## config.mk

```make
export PLATFORM = sky130hd
export DESIGN_NAME = spi_cmd_ctrl_flat
export DESIGN_NICKNAME = d
export VERILOG_FILES = /design/src/rtl/spi_cfg_pkg.sv /design/src/rtl/spi_cmd_ctrl_if.sv /design/src/rtl/cs_sync_edge.sv /design/src/rtl/spi_cmd_ctrl.sv /design/src/flat_wrapper.sv
export SDC_FILE = /design/constraint.sdc
export NUM_CORES = 1
export LEC_CHECK = 0
export BUFFER_PORTS_ARGS = -buffer_cell sky130_fd_sc_hd__buf_2
export CAP_MARGIN = 10
export CORE_ASPECT_RATIO = 1.4
export CORE_UTILIZATION = 30
export CTS_BUF_LIST = sky130_fd_sc_hd__clkbuf_8
export CTS_CLUSTER_DIAMETER = 60
export DETAILED_ROUTE_END_ITERATION = 16
export HOLD_SLACK_MARGIN = 0.05
export PLACE_DENSITY = 0.55
export SETUP_SLACK_MARGIN = 0.05
export SLEW_MARGIN = 10
export SYNTH_ARGS = -nofsm -noshare
export SYNTH_HDL_FRONTEND = slang
export SYNTH_SLANG_ARGS = --single-unit
```

## constraint.sdc

```tcl
create_clock -name sclk -period 1.5 [get_ports sclk]
set_input_delay 0.15 -clock sclk [delete_from_list [all_inputs] [get_ports sclk]]
set_output_delay 0.15 -clock sclk [all_outputs]
set_load 0.02 [all_outputs]
```

## src/rtl/spi_cfg_pkg.sv

```systemverilog
// Shared command codes, register map, FSM states and error-bit layout
// for the SPI command/configuration controller.
package spi_cfg_pkg;

  localparam int unsigned BYTE_W = 8;
  localparam int unsigned ERR_W  = 4;

  typedef logic [BYTE_W-1:0] byte_t;

  localparam byte_t CMD_WR = 8'hA5;
  localparam byte_t CMD_RD = 8'h5A;

  localparam byte_t ADDR_CTRL   = 8'd0;
  localparam byte_t ADDR_YUZHI  = 8'd1;
  localparam byte_t ADDR_CHSEL  = 8'd2;
  localparam byte_t ADDR_STATUS = 8'd3;

  localparam int unsigned ERR_CMD     = 0;
  localparam int unsigned ERR_ADDR    = 1;
  localparam int unsigned ERR_TIMEOUT = 2;
  localparam int unsigned ERR_ABORT   = 3;

  typedef enum logic [2:0] {
    ST_IDLE,
    ST_W_ADDR,
    ST_W_DATA,
    ST_R_ADDR,
    ST_R_DUMMY
  } state_e;

  function automatic logic addr_legal(input byte_t addr);
    return addr <= ADDR_STATUS;
  endfunction

endpackage

```

## src/rtl/spi_cmd_ctrl_if.sv

```systemverilog
// Byte-level handshake between the SPI slave shifter and the command controller.
interface spi_cmd_ctrl_if;
  import spi_cfg_pkg::*;

  logic  rxd_flag;
  byte_t rxd_data;
  byte_t txd_data;
  logic  txd_load;

  // SPI slave shifter side
  modport master (output rxd_flag, rxd_data, input txd_data, txd_load);
  // Command controller side
  modport slave  (input rxd_flag, rxd_data, output txd_data, txd_load);

endinterface

```

## src/rtl/cs_sync_edge.sv

```systemverilog
// Two-flop synchronizer for the asynchronous SPI chip select plus a
// deassert (rising-edge) detector in the sclk domain.
module cs_sync_edge (
  input  logic sclk,
  input  logic s_rst,
  input  logic spi_cs,
  output logic cs_rise_c
);

  logic cs_meta;
  logic cs_sync;
  logic cs_prev;

  always_ff @(posedge sclk) begin
    if (s_rst) begin
      cs_meta <= 1'b1;
      cs_sync <= 1'b1;
      cs_prev <= 1'b1;
    end else begin
      cs_meta <= spi_cs;
      cs_sync <= cs_meta;
      cs_prev <= cs_sync;
    end
  end

  assign cs_rise_c = cs_sync & ~cs_prev;

endmodule

```

## src/rtl/spi_cmd_ctrl.sv

```systemverilog
// Decodes framed SPI write/read commands into a small configuration register
// set, returns readback bytes, and aborts malformed frames with sticky errors.
module spi_cmd_ctrl
  import spi_cfg_pkg::*;
#(
  parameter int unsigned TIMEOUT_CYC   = 50000,
  parameter byte_t       YUZHI_DEFAULT = 8'd60,
  parameter byte_t       CH_DEFAULT    = 8'd0
) (
  input  logic             sclk,
  input  logic             s_rst,
  input  logic             spi_cs,
  spi_cmd_ctrl_if.slave    bus,
  output logic             led,
  output byte_t            yuzhi,
  output byte_t            ch_select,
  output logic             cfg_update,
  output logic [ERR_W-1:0] err_status
);

  localparam int unsigned CNT_W = $clog2(TIMEOUT_CYC + 1);

  state_e            state_q, state_n;
  byte_t             addr_q;
  logic [CNT_W-1:0]  to_cnt_q;
  logic              cs_rise_c;
  logic              timeout_c;
  logic              wr_en_c;
  logic              rd_en_c;
  logic [ERR_W-1:0]  err_set_c;
  logic [ERR_W-1:0]  w1c_mask_c;
  byte_t             rd_val_c;

  cs_sync_edge u_cs_sync_edge (
    .sclk      (sclk),
    .s_rst     (s_rst),
    .spi_cs    (spi_cs),
    .cs_rise_c (cs_rise_c)
  );

  // A byte arriving in the expiry cycle clears the counter, so it takes priority.
  assign timeout_c = (state_q != ST_IDLE) && !bus.rxd_flag &&
                     (to_cnt_q >= CNT_W'(TIMEOUT_CYC));

  assign w1c_mask_c = (wr_en_c && (addr_q == ADDR_STATUS)) ?
                      bus.rxd_data[ERR_W-1:0] : '0;

  always_ff @(posedge sclk) begin
    if (s_rst) state_q <= ST_IDLE;
    else       state_q <= state_n;
  end

  // Next state and per-cycle actions; chip-select abort outranks any byte.
  always_comb begin
    state_n   = state_q;
    wr_en_c   = 1'b0;
    rd_en_c   = 1'b0;
    err_set_c = '0;
    if ((state_q != ST_IDLE) && cs_rise_c) begin
      err_set_c[ERR_ABORT] = 1'b1;
      state_n              = ST_IDLE;
    end else if (bus.rxd_flag) begin
      case (state_q)
        ST_IDLE: begin
          if (bus.rxd_data == CMD_WR)      state_n = ST_W_ADDR;
          else if (bus.rxd_data == CMD_RD) state_n = ST_R_ADDR;
          else                             err_set_c[ERR_CMD] = 1'b1;
        end
        ST_W_ADDR: state_n = ST_W_DATA;
        ST_W_DATA: begin
          state_n = ST_IDLE;
          if (addr_legal(addr_q)) wr_en_c = 1'b1;
          else                    err_set_c[ERR_ADDR] = 1'b1;
        end
        ST_R_ADDR: begin
          state_n = ST_R_DUMMY;
          rd_en_c = 1'b1;
          if (!addr_legal(bus.rxd_data)) err_set_c[ERR_ADDR] = 1'b1;
        end
        ST_R_DUMMY: state_n = ST_IDLE;
        default:    state_n = ST_IDLE;
      endcase
    end else if (timeout_c) begin
      err_set_c[ERR_TIMEOUT] = 1'b1;
      state_n                = ST_IDLE;
    end
  end

  // Readback mux, addressed directly by the incoming ADDR byte.
  always_comb begin
    rd_val_c = '0;
    case (bus.rxd_data)
      ADDR_CTRL:   rd_val_c = BYTE_W'(led);
      ADDR_YUZHI:  rd_val_c = yuzhi;
      ADDR_CHSEL:  rd_val_c = ch_select;
      ADDR_STATUS: rd_val_c = BYTE_W'(err_status);
      default:     rd_val_c = '0;
    endcase
  end

  always_ff @(posedge sclk) begin
    if (s_rst) begin
      addr_q       <= '0;
      to_cnt_q     <= '0;
      led          <= 1'b1;
      yuzhi        <= YUZHI_DEFAULT;
      ch_select    <= CH_DEFAULT;
      cfg_update   <= 1'b0;
      err_status   <= '0;
      bus.txd_data <= '0;
      bus.txd_load <= 1'b0;
    end else begin
      cfg_update   <= 1'b0;
      bus.txd_load <= 1'b0;

      if ((state_q == ST_W_ADDR) && (state_n == ST_W_DATA)) addr_q <= bus.rxd_data;

      if (bus.rxd_flag || (state_q == ST_IDLE))   to_cnt_q <= '0;
      else if (to_cnt_q < CNT_W'(TIMEOUT_CYC))    to_cnt_q <= to_cnt_q + CNT_W'(1);

      if (rd_en_c) begin
        bus.txd_data <= rd_val_c;
        bus.txd_load <= 1'b1;
      end

      if (wr_en_c) begin
        case (addr_q)
          ADDR_CTRL:  begin led       <= bus.rxd_data[0]; cfg_update <= 1'b1; end
          ADDR_YUZHI: begin yuzhi     <= bus.rxd_data;    cfg_update <= 1'b1; end
          ADDR_CHSEL: begin ch_select <= bus.rxd_data;    cfg_update <= 1'b1; end
          default:    ;
        endcase
      end

      // New error sets override a same-cycle W1C clear.
      err_status <= (err_status & ~w1c_mask_c) | err_set_c;
    end
  end

endmodule

```

## src/flat_wrapper.sv

```systemverilog
// flat-port wrapper written by rule: the top's interface ports become plain ports
module spi_cmd_ctrl_flat import spi_cfg_pkg::*;
#(
  parameter int unsigned TIMEOUT_CYC   = 50000,
  parameter byte_t       YUZHI_DEFAULT = 8'd60,
  parameter byte_t       CH_DEFAULT    = 8'd0
)
  (sclk, s_rst, spi_cs, led, yuzhi, ch_select, cfg_update, err_status, bus_rxd_flag, bus_rxd_data, bus_txd_data, bus_txd_load);
  spi_cmd_ctrl_if bus_i ();
  input  logic sclk;
  input  logic s_rst;
  input  logic spi_cs;
  output logic led;
  output byte_t yuzhi;
  output byte_t ch_select;
  output logic cfg_update;
  output logic [ERR_W-1:0] err_status;
  input wire logic [$bits(bus_i.rxd_flag)-1:0] bus_rxd_flag;
  input wire logic [$bits(bus_i.rxd_data)-1:0] bus_rxd_data;
  output wire logic [$bits(bus_i.txd_data)-1:0] bus_txd_data;
  output wire logic [$bits(bus_i.txd_load)-1:0] bus_txd_load;
  assign bus_i.rxd_flag = bus_rxd_flag;
  assign bus_i.rxd_data = bus_rxd_data;
  assign bus_txd_data = bus_i.txd_data;
  assign bus_txd_load = bus_i.txd_load;
  spi_cmd_ctrl #(.TIMEOUT_CYC(TIMEOUT_CYC), .YUZHI_DEFAULT(YUZHI_DEFAULT), .CH_DEFAULT(CH_DEFAULT)) u_core (.sclk(sclk), .s_rst(s_rst), .spi_cs(spi_cs), .bus(bus_i), .led(led), .yuzhi(yuzhi), .ch_select(ch_select), .cfg_update(cfg_update), .err_status(err_status));
endmodule
```

Word-level counts from Yosys, hierarchy flattened
Index checks and enable logic that the tools add are counted.
{"block": "totals", "reg_bits": 61, "inputBits": 12, "out_inout_bits": 31, "elab_cells": 81}
{"block": "classes", "add_sub_neg": 1, "order_cmp": 4, "n_eq_ne": 12, "mux": 28, "bitwise_logic": 6, "n_reduce_logical": 17}
{"op": "== test 8 x 2 -> 1 bit, second input constant", "count": 4}
{"op": "one-hot mux 8 bit (4 select lines)", "count": 1}
{"op": "two-way mux 3 bit", "count": 6}
{"op": "two-way mux 1 bit", "count": 17}
{"op": "adder 16 x 1 -> 16 bit, second input constant", "count": 1}
{"op": "== test 8 x 1 -> 1 bit, second input constant", "count": 2}
{"op": ">= comparator 16 bit, second input constant", "count": 1}
{"op": "<= comparator 8 x 2 -> 1 bit, second input constant", "count": 2}
{"op": "logical NOT 8 bit", "count": 2}
{"op": "less-than comparator 16 bit, second input constant", "count": 1}
{"op": "== test 3 x 2 -> 1 bit, second input constant", "count": 3}
{"op": "one-hot mux 3 bit (3 select lines)", "count": 1}
{"op": "== test 8 x 7 -> 1 bit, second input constant", "count": 1}
{"op": "== test 8 bit, second input constant", "count": 1}
{"op": "AND reduction 2 bit", "count": 3}
{"op": "logical AND 1 bit", "count": 5}
{"op": "bitwise AND 4 bit", "count": 1}
{"op": "two-way mux 4 bit", "count": 1}
{"op": "inverter 4 bit", "count": 1}
{"op": "OR 4 bit", "count": 1}
{"op": "OR reduction 2 bit", "count": 2}
{"op": "== test 3 x 1 -> 1 bit, second input constant", "count": 1}
{"op": "logical NOT 3 bit", "count": 1}
{"op": "nonzero test 3 bit", "count": 1}
{"op": "other kinds (7)", "count": 8}

Longest topological paths before layout
Gate-level depths: netlist of the first run.
{"block": "logic_depth", "depth_word": 10, "depth_mapped": 6, "depth_no_buf": 4}

Modules after synthesis
A second synthesis of the first run with hierarchy kept.
{"block": "unflattened", "hier_cells": 307, "hier_area_um2": 2805.2}
{"mod": "spi_cmd_ctrl", "n_inst": 1, "cells_per_inst": 300, "area_each_um2": 2720.1, "seq_area_each_um2": 1161.1}
{"mod": "cs_sync_edge", "n_inst": 1, "cells_per_inst": 7, "area_each_um2": 85.1, "seq_area_each_um2": 60.1}

Least setup slack after synthesis of the first run
No wires, ideal clock.
{"block": "synth_timing", "path_kind": "register to register", "start": "reg u_core.state_q[0]", "end": "reg u_core.err_status[2]", "setup_time_ps": 117, "arrival_time_ps": 1418, "required_ps": 1383, "path_slack_ps": -36, "stages_incl_launch_ff": 7, "n_path_buf": 2, "synth_period_minus_slack_ps": 1536, "path_cell_list": "dfxtp_1 > buf_2 > nor4_1 > and4_1 > buf_4 > nand4_1 > a32o_1"}
{"block": "synth_via", "elab_chain_len": 9, "word_cells_on_any_way": 16, "cone_classes": "eq/ne (1); mux (7); bitwise (3); reduce/logical (5)"}
{"element": "start: declaration", "line": "spi_cmd_ctrl.sv:23", "text": "state_e state_q, state_n;"}
{"element": "start signal: assignment", "line": "spi_cmd_ctrl.sv:50", "text": "else state_q <= state_n;"}
{"element": "== test 3 x 2 -> 1 bit", "line": "spi_cmd_ctrl.sv:63", "text": "case (state_q)"}
{"element": "two-way mux 1 bit", "line": "spi_cmd_ctrl.sv:63"}
{"element": "two-way mux 1 bit", "line": "spi_cmd_ctrl.sv:62", "text": "end else if (bus.rxd_flag) begin"}
{"element": "two-way mux 1 bit", "line": "spi_cmd_ctrl.sv:59", "text": "if ((state_q != ST_IDLE) && cs_rise_c) begin"}
{"element": "logical AND 1 bit", "line": "spi_cmd_ctrl.sv:45", "text": "assign w1c_mask_c = (wr_en_c && (addr_q == ADDR_STATUS)) ?"}
{"element": "two-way mux 4 bit", "line": "spi_cmd_ctrl.sv:45"}
{"element": "inverter 4 bit", "line": "spi_cmd_ctrl.sv:136", "text": "err_status <= (err_status & ~w1c_mask_c) | err_set_c;"}
{"element": "bitwise AND 4 bit", "line": "spi_cmd_ctrl.sv:136"}
{"element": "OR 4 bit (*)", "line": "spi_cmd_ctrl.sv:136"}
{"element": "end signal: assignment", "line": "spi_cmd_ctrl.sv:136"}
{"element": "end: declaration", "line": "spi_cmd_ctrl.sv:18", "text": "output logic [ERR_W-1:0] err_status"}
Every way passes the cells marked *; elsewhere a longest branch is shown, timed or not.
A chain may end at the register's enable or synchronous reset.

Worst setup path in the final report of the first run
{"block": "layout_timing", "start": "reg u_core.to_cnt_q[11]", "end": "reg u_core.to_cnt_q[4]"}
{"block": "layout_via", "elab_chain_len": 1}
{"element": "start: declaration", "line": "spi_cmd_ctrl.sv:25", "text": "logic [CNT_W-1:0] to_cnt_q;"}
{"element": "start signal: assignment", "line": "spi_cmd_ctrl.sv:119", "text": "else if (to_cnt_q < CNT_W'(TIMEOUT_CYC)) to_cnt_q <= to_cnt_q + CNT_W'(1);"}
{"element": "less-than comparator 16 bit", "line": "spi_cmd_ctrl.sv:119"}
No other way between the ends.

==> qor_table.md, run 1 <==
| Parameter | This run |
| --- | --- |
| Total Nets Final | 424 |
| Clock latency reported for the late side of the worst-skew pair | 0.34 ns |
| FMAX | 642 MHz |
| Data required time at the worst endpoint | 1.77 ns |
| Reg-to-Reg Start | u_core.to_cnt_q[11] |
| Register area share after synthesis | 43.7% |
| Vias post-DR | 2766 |
| RePlAce Congestion | 0.788 |
| Layout cell share with drive strength beyond 1 | 38.0% |
| Clock period minus final worst setup slack | 1.56 ns |
| Synth Area per Inst | 8.62 sq um |
| Count of unique library cells instantiated by Yosys | 41 |
| Std cell rows | 41 |
| Vias in the first global route | 2658 |
| Category of the worst setup path launch point | flip-flop |
| Static Leakage | 1.49 nW |
| Post-synthesis instance area | 2790 sq um |
| Growth of design area from synthesis to finish | 36.4% |
| Count of H-tree levels built during CTS | 3 |
| Total global routing overflow | 0 |
| Main synth FF type | sky130_fd_sc_hd__dfxtp_1 |
| Cell with the most instances after synthesis | sky130_fd_sc_hd__dfxtp_1 |
| All-layer global routing usage | 17.1% |
| Peak-usage layer in the global routing report | met2 |
| Initial cell density of the core | 30.9% |
| Clock slew at reported path FFs | 0.07 ns |
| Worst setup path endpoint | u_core.to_cnt_q[4] |
| Count of cells along the worst register-to-register path | 5 |
| Share of flip-flops with an asynchronous set or reset after synthesis | 0% |
| Die W | 83.5 um |
| Wire length of the first global-routing pass | 12900 um |
| Via/cell ratio | 5.32 |
| Final setup violating endpoints | 11 |
| IO buf count | 42 |
| Number of antenna cells inserted | 0 |
| TritonCTS buffer count | 9 |
| Die area | 9700 sq um |
| Pins Over Slew Limit | 0 |
| Core area | 9030 sq um |
| Final worst path period share | 104% |
| Number of flops mapped to enable cells by yosys | 0 |
| Initial antenna violation count | 0 |
| Met3 Resource Use GR | 3.67% |
| Synthesized flop and latch total | 61 |
| Placed inst area | 3390 sq um |
| Top post-synthesis cells by count | 61 x sky130_fd_sc_hd__dfxtp_1, 36 x sky130_fd_sc_hd__nand2_1, 30 x sky130_fd_sc_hd__nand3_1 |
| Met1 track demand over resource in global routing | 18.1% |
| Worst reg-to-reg setup slack | -0.06 ns |
| Final HPWL DP | 5860 um |
| Routed wirelength normalized by instance count | 15.9 um |
| Top-level I/O count | 43 |
| Measured slew at the worst slew-check pin | 0.514 ns |
| Total power divided by cell area | 801 nW/um^2 |
| Count of synthesis-stage warnings from yosys | 0 |
| CTS tree | done |
| Library cell occupying the most area in the post-synthesis netlist | sky130_fd_sc_hd__dfxtp_1 |
| Class of the tightest hold or removal check | in -> reg |
| Post-placement worst setup slack | -0.0708 ns |
| Worst Setup End Kind | flip-flop |
| Share of the core filled with cells | 42.2% |
| Violations in the final reports | negative setup slack |
| Finished layout cell area | 3810 sq um |
| Post-detailed-route DRC marker count | 0 |
| Largest net degree at the start of global routing | 22 |
| First-pass iteration count of the detailed router | 4 |
| GR Layer Usage met2 | 31.9% |
| Minimum hold slack | 0.104 ns |
| Largest voltage drop on the vdd net | 0.637 mV |
| Number of nets still failing antenna checks after routing | 0 |
| Final wirelength | 8250 um |
| Clock Skew | 0.0113 ns |
| Synthesized instance count | 324 |
| Sink count of the clock tree | 61 |
| Count of routing violations after the opening detailed-route iteration | 98 |
| Largest fanout of any net on the critical path | 10 |
| Setup repair after global routing missed its margin | yes |
| Final Hold Vio Count | 0 |
| Max Cap Violations | 0 |
| Yosys top cell area share | 43.7% |
| Synthesized Nets | 338 |
| Terminus of the critical flop-to-flop path | u_core.to_cnt_q[4] |
| Critical path data arrival time | 1.83 ns |
| Setup slack of the critical path after layout | -0.0580 ns |
| Worst slew slack as a fraction of its limit | 65.4% |
| Worst Path Class, Setup | reg -> reg |
| Buffer levels on the longest clock path | 2 |
| Vertical die dimension | 116 um |
| Root Buffer Master | sky130_fd_sc_hd__clkbuf_8 |
| Synth top area cells | sky130_fd_sc_hd__dfxtp_1 44%, sky130_fd_sc_hd__mux2i_1 7.2%, sky130_fd_sc_hd__nand3_1 5.4% |
| Critical path startpoint | u_core.to_cnt_q[11] |
| Outcome | complete, but fails checks |
## cell type report
cell class / instances / area [sq um]
clock buffers: 11 / 151
clock inverters: 3 / 13.8
fillers: 939 / 5220
inverters: 6 / 22.5
multi-input cells: 237 / 1620
flip-flops and latches: 61 / 1230
well taps: 107 / 134
repair buffers: 95 / 629
## registers in the layout, indices dropped and copies added, names as in the netlist
signal	count
u_core.state_q	3
u_core.led	1
u_core.cfg_update	1
u_core.u_cs_sync_edge.cs_meta	1
u_core.yuzhi	8
u_core.bus.txd_data	8
u_core.err_status	4
u_core.u_cs_sync_edge.cs_prev	1
u_core.ch_select	8
u_core.to_cnt_q	16
u_core.u_cs_sync_edge.cs_sync	1
u_core.addr_q	8
u_core.bus.txd_load	1
## stage by stage
stage	cells	power [mW]	setup TNS, ns
4_1_cts	519	3.08	-0.221
3_5_place_dp	499	1.80	-0.831
5_1_grt	520	3.16	-2.28
2_1_floorplan	324	1.73	0
6_report	520	3.05	-0.265
3_3_place_gp	499	1.80	-0.312
## worst max-delay path, cell delays in order, from the launching register on
cell	delay [ns]
sky130_fd_sc_hd__dfxtp_4	0.36
sky130_fd_sc_hd__nor4_4	0.28
sky130_fd_sc_hd__buf_4	0.19
sky130_fd_sc_hd__o21ai_4	0.10
sky130_fd_sc_hd__or4_1	0.42
sky130_fd_sc_hd__a21oi_1	0.14
## worst min path at each step
stage	start	end	depth (start not counted)	slack, ns
after floorplan	spi_cs	u_core.u_cs_sync_edge.cs_meta	1	0.25
after global placement	spi_cs	u_core.u_cs_sync_edge.cs_meta	2	0.34
after detailed placement	spi_cs	u_core.u_cs_sync_edge.cs_meta	2	0.35
after CTS	bus_rxd_data[6]	u_core.ch_select[6]	3	0.09
after global routing	bus_rxd_data[6]	u_core.yuzhi[6]	3	0.09
final	bus_rxd_data[6]	u_core.yuzhi[6]	3	0.10
## repair_timing
action                     4_1_cts  5_1_grt
gates resized for setup         20       38
buffers inserted                 4        1
hold endpoints to repair         1        0
gates cloned                     1        0
setup endpoints to repair       37       54
hold buffers                     1        0
pin swaps                       26       13
## cells by family after synthesis
| logic type | count (synthesis) | share of synthesized area [%] |
|---|---|---|
| AND/OR/NAND/NOR | 138 | 26.5 |
| adder cells (fa/ha/maj) | 2 | 0.896 |
| multiplexers | 22 | 8.38 |
| flip-flops | 61 | 43.7 |
| buffers and inverters | 26 | 4.17 |
| AO/OA/AOI/OAI | 75 | 16.3 |
## layout by cell type (no fill, tap or decap), drive strengths merged, types with 3 or more instances in the layout
cell / count
o31ai: 7
and4: 3
a21oi: 29
a22o: 5
o21a: 3
nor2: 12
nand2b: 3
nand4: 10
nand3: 30
a32o: 3
or2: 7
buf: 94
and3: 5
or4: 6
or3: 8
nor2b: 5
o21ai: 20
nand2: 36
nor4: 4
mux2i: 20
clkbuf: 11
dfxtp: 61
nor3: 6
inv: 7
## power breakdown
part	total [mW]	internal, mW	switching [mW]
Clock	1.27	0.659	0.613
Combinational	0.149	0.0578	0.0909
Sequential	1.63	1.62	0.00356
Total	3.05	2.34	0.708
## metal layers
layer | part of all wire (%) | wire length [um] | vias to the layer above
li1 | - | - | 1354
met1 | 41 | 3390 | 1335
met2 | 53 | 4360 | 57
met3 | 3.4 | 283 | 20
met4 | 2.7 | 219 | 0
met5 | 0 | 0 | -
Note: power is estimated with default switching activity, not from simulation.
==> run 2, diff against run 1 <==
--- a/config.mk
+++ b/config.mk
@@ -14,6 +14,7 @@
 export DETAILED_ROUTE_END_ITERATION = 16
 export HOLD_SLACK_MARGIN = 0.05
 export PLACE_DENSITY = 0.55
+export REMOVE_ABC_BUFFERS = 1
 export SETUP_SLACK_MARGIN = 0.05
 export SLEW_MARGIN = 10
 export SYNTH_ARGS = -nofsm -noshare
==> run 2 against run 1 <==
Effect of this change: the run still ends with negative setup slack left; via count up 0.94%; global-route usage hardly changed; largest power group is now clock; combinational power is essentially flat; routed wire length rose by 2.8%.
==> qor_table.md, run 2 (synthesized netlist as in run 1, its figures left out) <==
| Parameter | This run |
| --- | --- |
| Count of cells along the worst register-to-register path | 5 |
| Fill cell total of the finished layout | 896 |
| Final worst path period share | 104% |
| Terminus of the critical flop-to-flop path | u_core.to_cnt_q[3] |
| Wire length of the first global-routing pass | 12900 um |
| CTS tree | done |
| Buffer levels on the longest clock path | 2 |
| Outcome | complete, but fails checks |
| Count of H-tree levels built during CTS | 3 |
| Violations in the final reports | negative setup slack |
| Vias in the first global route | 2683 |
| Final HPWL DP | 5820 um |
| Setup repair after global routing missed its margin | yes |
| TritonCTS buffer count | 9 |
| Via/cell ratio | 5.30 |
| Growth of design area from synthesis to finish | 42.9% |
| Total instance count after detailed placement | 498 |
| Vias post-DR | 2792 |
| Final Hold Vio Count | 0 |
| Commonest cells after routing, fill and taps aside | 50 x sky130_fd_sc_hd__dfxtp_1, 47 x sky130_fd_sc_hd__buf_4, 42 x sky130_fd_sc_hd__buf_2 |
| Worst setup path endpoint | u_core.to_cnt_q[3] |
| Pins Over Slew Limit | 0 |
| Largest net degree at the start of global routing | 32 |
| GR Layer Usage met2 | 30.8% |
| Largest fanout of any net on the critical path | 6 |
| Most common library cell in the layout ignoring fill and taps | sky130_fd_sc_hd__dfxtp_1 |
| Sink count of the clock tree | 61 |
| Post-Layout Cell Count | 527 |
| Total global routing overflow | 0 |
| Most flop-heavy register | u_core.to_cnt_q |
| Largest voltage drop on the vdd net | 0.472 mV |
| Final wirelength | 8480 um |
| Critical path's top delay family | simple AND/OR/NAND/NOR gates |
| Post-placement worst setup slack | -0.0945 ns |
| Number of gates on the worst path with buffers counted | 5 |
| Initial antenna violation count | 0 |
| Post-layout total power | 3.67 mW |
| Measured slew at the worst slew-check pin | 0.487 ns |
| Core area | 9030 sq um |
| Clock slew at reported path FFs | 0.07 ns |
| Data required time at the worst endpoint | 1.78 ns |
| Met1 track demand over resource in global routing | 19.7% |
| Setup slack of the critical path after layout | -0.0566 ns |
| Clock Skew | 0.0104 ns |
| Minimum hold slack | 0.0999 ns |
| Category of the worst setup path launch point | flip-flop |
| Critical path startpoint | u_core.to_cnt_q[11] |
| Largest incremental delay on the critical path | 0.49 ns |
| Top-level I/O count | 43 |
| Peak-usage layer in the global routing report | met2 |
| Root Buffer Master | sky130_fd_sc_hd__clkbuf_8 |
| Final setup violating endpoints | 11 |
| Static Leakage | 1.57 nW |
| Worst slew slack as a fraction of its limit | 67.2% |
| Initial cell density of the core | 30.9% |
| Critical path data arrival time | 1.84 ns |
| Die W | 83.5 um |
| All-layer global routing usage | 17.1% |
| IO buf count | 42 |
| Std cell rows | 41 |
| Total power divided by cell area | 920 nW/um^2 |
| Worst Setup End Kind | flip-flop |
| Max Cap Violations | 0 |
| Reg-to-Reg Start | u_core.to_cnt_q[11] |
| Number of nets still failing antenna checks after routing | 0 |
| Count of routing violations after the opening detailed-route iteration | 106 |
| Share of the core filled with cells | 44.2% |
| Layout cell share with drive strength beyond 1 | 41.0% |
| Flip-flop count of the largest register after layout | 16 |
| Total Nets Final | 429 |
| Worst Path Class, Setup | reg -> reg |
| Worst reg-to-reg setup slack | -0.06 ns |
| Vertical die dimension | 116 um |
| Number of buffer and inverter stages on the critical path | 1 |
| First-pass iteration count of the detailed router | 4 |
| RePlAce Congestion | 0.763 |
| Post-detailed-route DRC marker count | 0 |
| Class of the tightest hold or removal check | in -> reg |
| CP cell instances | nor4_4 -> buf_6 -> nor2_4 -> or4_4 -> a21oi_2 |
| Clock period minus final worst setup slack | 1.56 ns |
| Clock latency reported for the late side of the worst-skew pair | 0.35 ns |
| Met3 Resource Use GR | 2.47% |
| FMAX | 642 MHz |
| Number of antenna cells inserted | 0 |
| Die area | 9700 sq um |
| Critical-path cell with the highest stage delay | sky130_fd_sc_hd__or4_4 |
| Routed wirelength normalized by instance count | 16.1 um |
[run 2: worst min-delay path by stage]
stage | startpoint | to | slack, ns | depth (start not counted)
2_1_floorplan | s_rst | u_core.bus.txd_data[0] | 0.22 | 1
3_3_place_gp | spi_cs | u_core.u_cs_sync_edge.cs_meta | 0.34 | 2
3_5_place_dp | spi_cs | u_core.u_cs_sync_edge.cs_meta | 0.34 | 2
4_1_cts | bus_rxd_data[3] | u_core.ch_select[3] | 0.09 | 3
5_1_grt | bus_rxd_data[6] | u_core.yuzhi[6] | 0.12 | 3
6_report | bus_rxd_data[3] | u_core.ch_select[3] | 0.1 | 3
[run 2: power breakdown]
part / switching, mW / total [mW] / internal (mW) / leakage [nW]
Combinational: 0.0900 / 0.151 / 0.0609 / 0.934
Sequential: 0.00460 / 1.63 / 1.63 / 0.498
Clock: 0.655 / 1.89 / 1.23 / 0.134
[run 2: layer usage]
| metal | vias up | routed length, um |
|---|---|---|
| met1 | 1344 | 3570 |
| met2 | 56 | 4410 |
| li1 | 1373 | - |
| met3 | 19 | 250 |
| met4 | 0 | 248 |
| met5 | - | 0 |
[run 2: worst reg2reg max path: stages (launching register included)]
cell and delay [ns]:
sky130_fd_sc_hd__dfxtp_2 0.35, sky130_fd_sc_hd__nor4_4 0.29, sky130_fd_sc_hd__buf_6 0.18, sky130_fd_sc_hd__nor2_4 0.06, sky130_fd_sc_hd__or4_4 0.49, sky130_fd_sc_hd__a21oi_2 0.12
[run 2: layout make-up]
class / count / area, sq um / area share (%)
clock buffer: 12 / 165 / 4.14
clock inverter: 4 / 93.8 / 2.35
inverter: 6 / 22.5 / 0.564
multi-input combinational: 238 / 1660 / 41.5
sequential: 61 / 1230 / 31.0
tap: 107 / 134 / 3.36
timing repair buffer: 99 / 683 / 17.1
[run 2: per-stage QoR]
stage | TNS [ns] | instance area, sq um
floorplan | -6.61 | 2700
global placement | -1.05 | 3390
detailed placement | -1.24 | 3390
CTS | -0.0547 | 3790
global route | -1.81 | 3990
finish | -0.226 | 3990
[run 2: timing repair]
action | 4_1_cts | 5_1_grt
buffers inserted | 6 | 5
pin swaps | 19 | 24
hold buffers | 1 | 0
setup endpoints to repair | 35 | 55
cloned | 0 | 2
endpoints found under the hold margin | 1 | 0
gates resized for setup | 25 | 47
==> run 3, diff against run 2 <==
--- a/config.mk
+++ b/config.mk
@@ -8,12 +8,12 @@
 export BUFFER_PORTS_ARGS = -buffer_cell sky130_fd_sc_hd__buf_2
 export CAP_MARGIN = 10
 export CORE_ASPECT_RATIO = 1.4
-export CORE_UTILIZATION = 30
+export CORE_UTILIZATION = 40
 export CTS_BUF_LIST = sky130_fd_sc_hd__clkbuf_8
 export CTS_CLUSTER_DIAMETER = 60
 export DETAILED_ROUTE_END_ITERATION = 16
 export HOLD_SLACK_MARGIN = 0.05
-export PLACE_DENSITY = 0.55
+export PLACE_DENSITY = 0.68
 export REMOVE_ABC_BUFFERS = 1
 export SETUP_SLACK_MARGIN = 0.05
 export SLEW_MARGIN = 10
==> run 3 against run 2 <==
Effect of this change: the run still ends with negative setup slack left; critical path depth rose by 1; critical path type unchanged; clock power barely moved; core utilization rose by 14 points; maximum frequency fell by 1.3%; combinational power fell by 7%; hold slack improved by 0.019 ns; register-to-register slack got worse by 0.02 ns; worst setup slack got worse by 0.020 ns.
==> qor_table.md, run 3 (synthesized netlist as in run 1, its figures left out) <==
| Parameter | This run |
| --- | --- |
| Routed wirelength normalized by instance count | 15.8 um |
| Largest fanout of any net on the critical path | 5 |
| Critical path data arrival time | 1.85 ns |
| Class of the tightest hold or removal check | in -> reg |
| Worst Path Class, Setup | reg -> reg |
| Flip-flop count of the largest register after layout | 16 |
| Clock period minus final worst setup slack | 1.58 ns |
| FMAX | 634 MHz |
| Worst reg-to-reg setup slack | -0.08 ns |
| Die area | 7320 sq um |
| Post-detailed-route DRC marker count | 0 |
| Core area | 6660 sq um |
| Die W | 72.6 um |
| Total global routing overflow | 0 |
| Finished layout cell area | 3880 sq um |
| Violations in the final reports | negative setup slack |
| Root Buffer Master | sky130_fd_sc_hd__clkbuf_8 |
| Final setup violating endpoints | 21 |
| Measured slew at the worst slew-check pin | 0.484 ns |
| Internal power summed over all cells | 2.91 mW |
| TritonCTS buffer count | 9 |
| Count of cells along the worst register-to-register path | 6 |
| Sink count of the clock tree | 61 |
| Vias in the first global route | 2661 |
| Outcome | complete, but fails checks |
| Total power divided by cell area | 939 nW/um^2 |
| Post-placement worst setup slack | -0.110 ns |
| Final sum of negative setup slack | -0.821 ns |
| Wire length of the first global-routing pass | 12600 um |
| Static Leakage | 1.52 nW |
| Power share of the clock group | 51.5% |
| Worst slew slack as a fraction of its limit | 67.4% |
| Largest net degree at the start of global routing | 21 |
| Buffer levels on the longest clock path | 2 |
| Final HPWL DP | 5350 um |
| Initial cell density of the core | 41.9% |
| Most common library cell in the layout ignoring fill and taps | sky130_fd_sc_hd__dfxtp_1 |
| Worst Setup End Kind | flip-flop |
| Setup repair after global routing missed its margin | yes |
| Total Nets Final | 420 |
| Critical path startpoint | u_core.to_cnt_q[10] |
| Std cell rows | 35 |
| Setup slack of the critical path after layout | -0.0765 ns |
| Layout cell share with drive strength beyond 1 | 40.4% |
| Commonest cells after routing, fill and taps aside | 46 x sky130_fd_sc_hd__dfxtp_1, 43 x sky130_fd_sc_hd__buf_2, 41 x sky130_fd_sc_hd__buf_4 |
| Vias post-DR | 2768 |
| Fraction of power spent switching nets | 20.1% |
| Number of antenna cells inserted | 0 |
| Vertical die dimension | 101 um |
| Top-level I/O count | 43 |
| Clock Skew | 0.0108 ns |
| Number of nets still failing antenna checks after routing | 0 |
| Worst setup path endpoint | u_core.to_cnt_q[12] |
| Largest voltage drop on the vdd net | 1.09 mV |
| Most flop-heavy register | u_core.to_cnt_q |
| All-layer global routing usage | 22.7% |
| Sequential share of power | 44.6% |
| Minimum hold slack | 0.118 ns |
| Final Hold Vio Count | 0 |
| Count of routing violations after the opening detailed-route iteration | 177 |
| Pins Over Slew Limit | 0 |
| Data required time at the worst endpoint | 1.77 ns |
| RePlAce Congestion | 0.828 |
| Final wirelength | 7950 um |
| Clock slew at reported path FFs | 0.07 ns |
| Reg-to-Reg Start | u_core.to_cnt_q[10] |
| IO buf count | 42 |
| Final worst path period share | 105% |
| First-pass iteration count of the detailed router | 5 |
| Switching power total | 733 uW |
| CTS tree | done |
| Placed inst area | 3300 sq um |
| Via/cell ratio | 5.50 |
| Max Cap Violations | 0 |
| Category of the worst setup path launch point | flip-flop |
| Part of the power in combinational logic | 3.9% |
| Growth of design area from synthesis to finish | 39.1% |
| Initial antenna violation count | 0 |
| Terminus of the critical flop-to-flop path | u_core.to_cnt_q[12] |
| Count of H-tree levels built during CTS | 3 |
| Clock latency reported for the late side of the worst-skew pair | 0.34 ns |
run 3: timing repair:
| item | in CTS | in global routing |
|---|---|---|
| hold endpoints to repair | 1 | 0 |
| hold buffers | 1 | 0 |
| setup endpoints to repair | 37 | 56 |
| pin swaps | 24 | 12 |
| setup buffers | 7 | 2 |
| cloned | 2 | 0 |
| resized for setup | 26 | 45 |
run 3: metrics by stage:
step,std cells,power (mW),utilization (%)
2_1_floorplan,304,1.72,-
3_3_place_gp,475,1.80,49.6
3_5_place_dp,475,1.80,49.6
4_1_cts,501,3.67,55.7
5_1_grt,503,3.76,58.3
6_report,503,3.65,58.3
run 3: worst min-delay path by stage:
stage	slack [ns]	cells after the start	end	startpoint
after global placement	0.33	2	u_core.u_cs_sync_edge.cs_meta	spi_cs
after floorplan	0.22	1	u_core.bus.txd_data[0]	s_rst
after global routing	0.12	3	u_core.ch_select[6]	bus_rxd_data[6]
after detailed placement	0.34	2	u_core.u_cs_sync_edge.cs_meta	spi_cs
after CTS	0.10	3	u_core.ch_select[6]	bus_rxd_data[6]
final	0.12	3	u_core.ch_select[6]	bus_rxd_data[6]
run 3: power by group through the flow:
stage	sequential (mW)	combinational (mW)	clock [mW]
after detailed placement	1.67	0.134	0
after floorplan	1.67	0.0475	0
after global routing	1.63	0.151	1.98
final	1.63	0.141	1.88
after global placement	1.67	0.132	0
after CTS	1.63	0.138	1.90
run 3: area by class of cell:
cell class              instances  area [sq um]
clock buffers                  12           165
clock inverters                 4          93.8
fillers                       604          2770
inverters                       6          22.5
multi-input cells             238          1650
flip-flops and latches         61          1240
well taps                      92           115
repair buffers                 90           589
run 3: critical path, stage by stage (launching register included):
cell and delay [ns]:
sky130_fd_sc_hd__dfxtp_2 0.34, sky130_fd_sc_hd__nor4_4 0.27, sky130_fd_sc_hd__buf_6 0.17, sky130_fd_sc_hd__buf_6 0.11, sky130_fd_sc_hd__o211ai_1 0.10, sky130_fd_sc_hd__or3_1 0.36
sky130_fd_sc_hd__a21oi_2 0.15
run 3: metal layers:
| layer | wire length [um] | global-route usage, % |
|---|---|---|
| met5 | 0 | 0 |
| met4 | 163 | 13.6 |
| met1 | 3120 | 24.5 |
| met2 | 4320 | 40.2 |
| met3 | 348 | 4.50 |
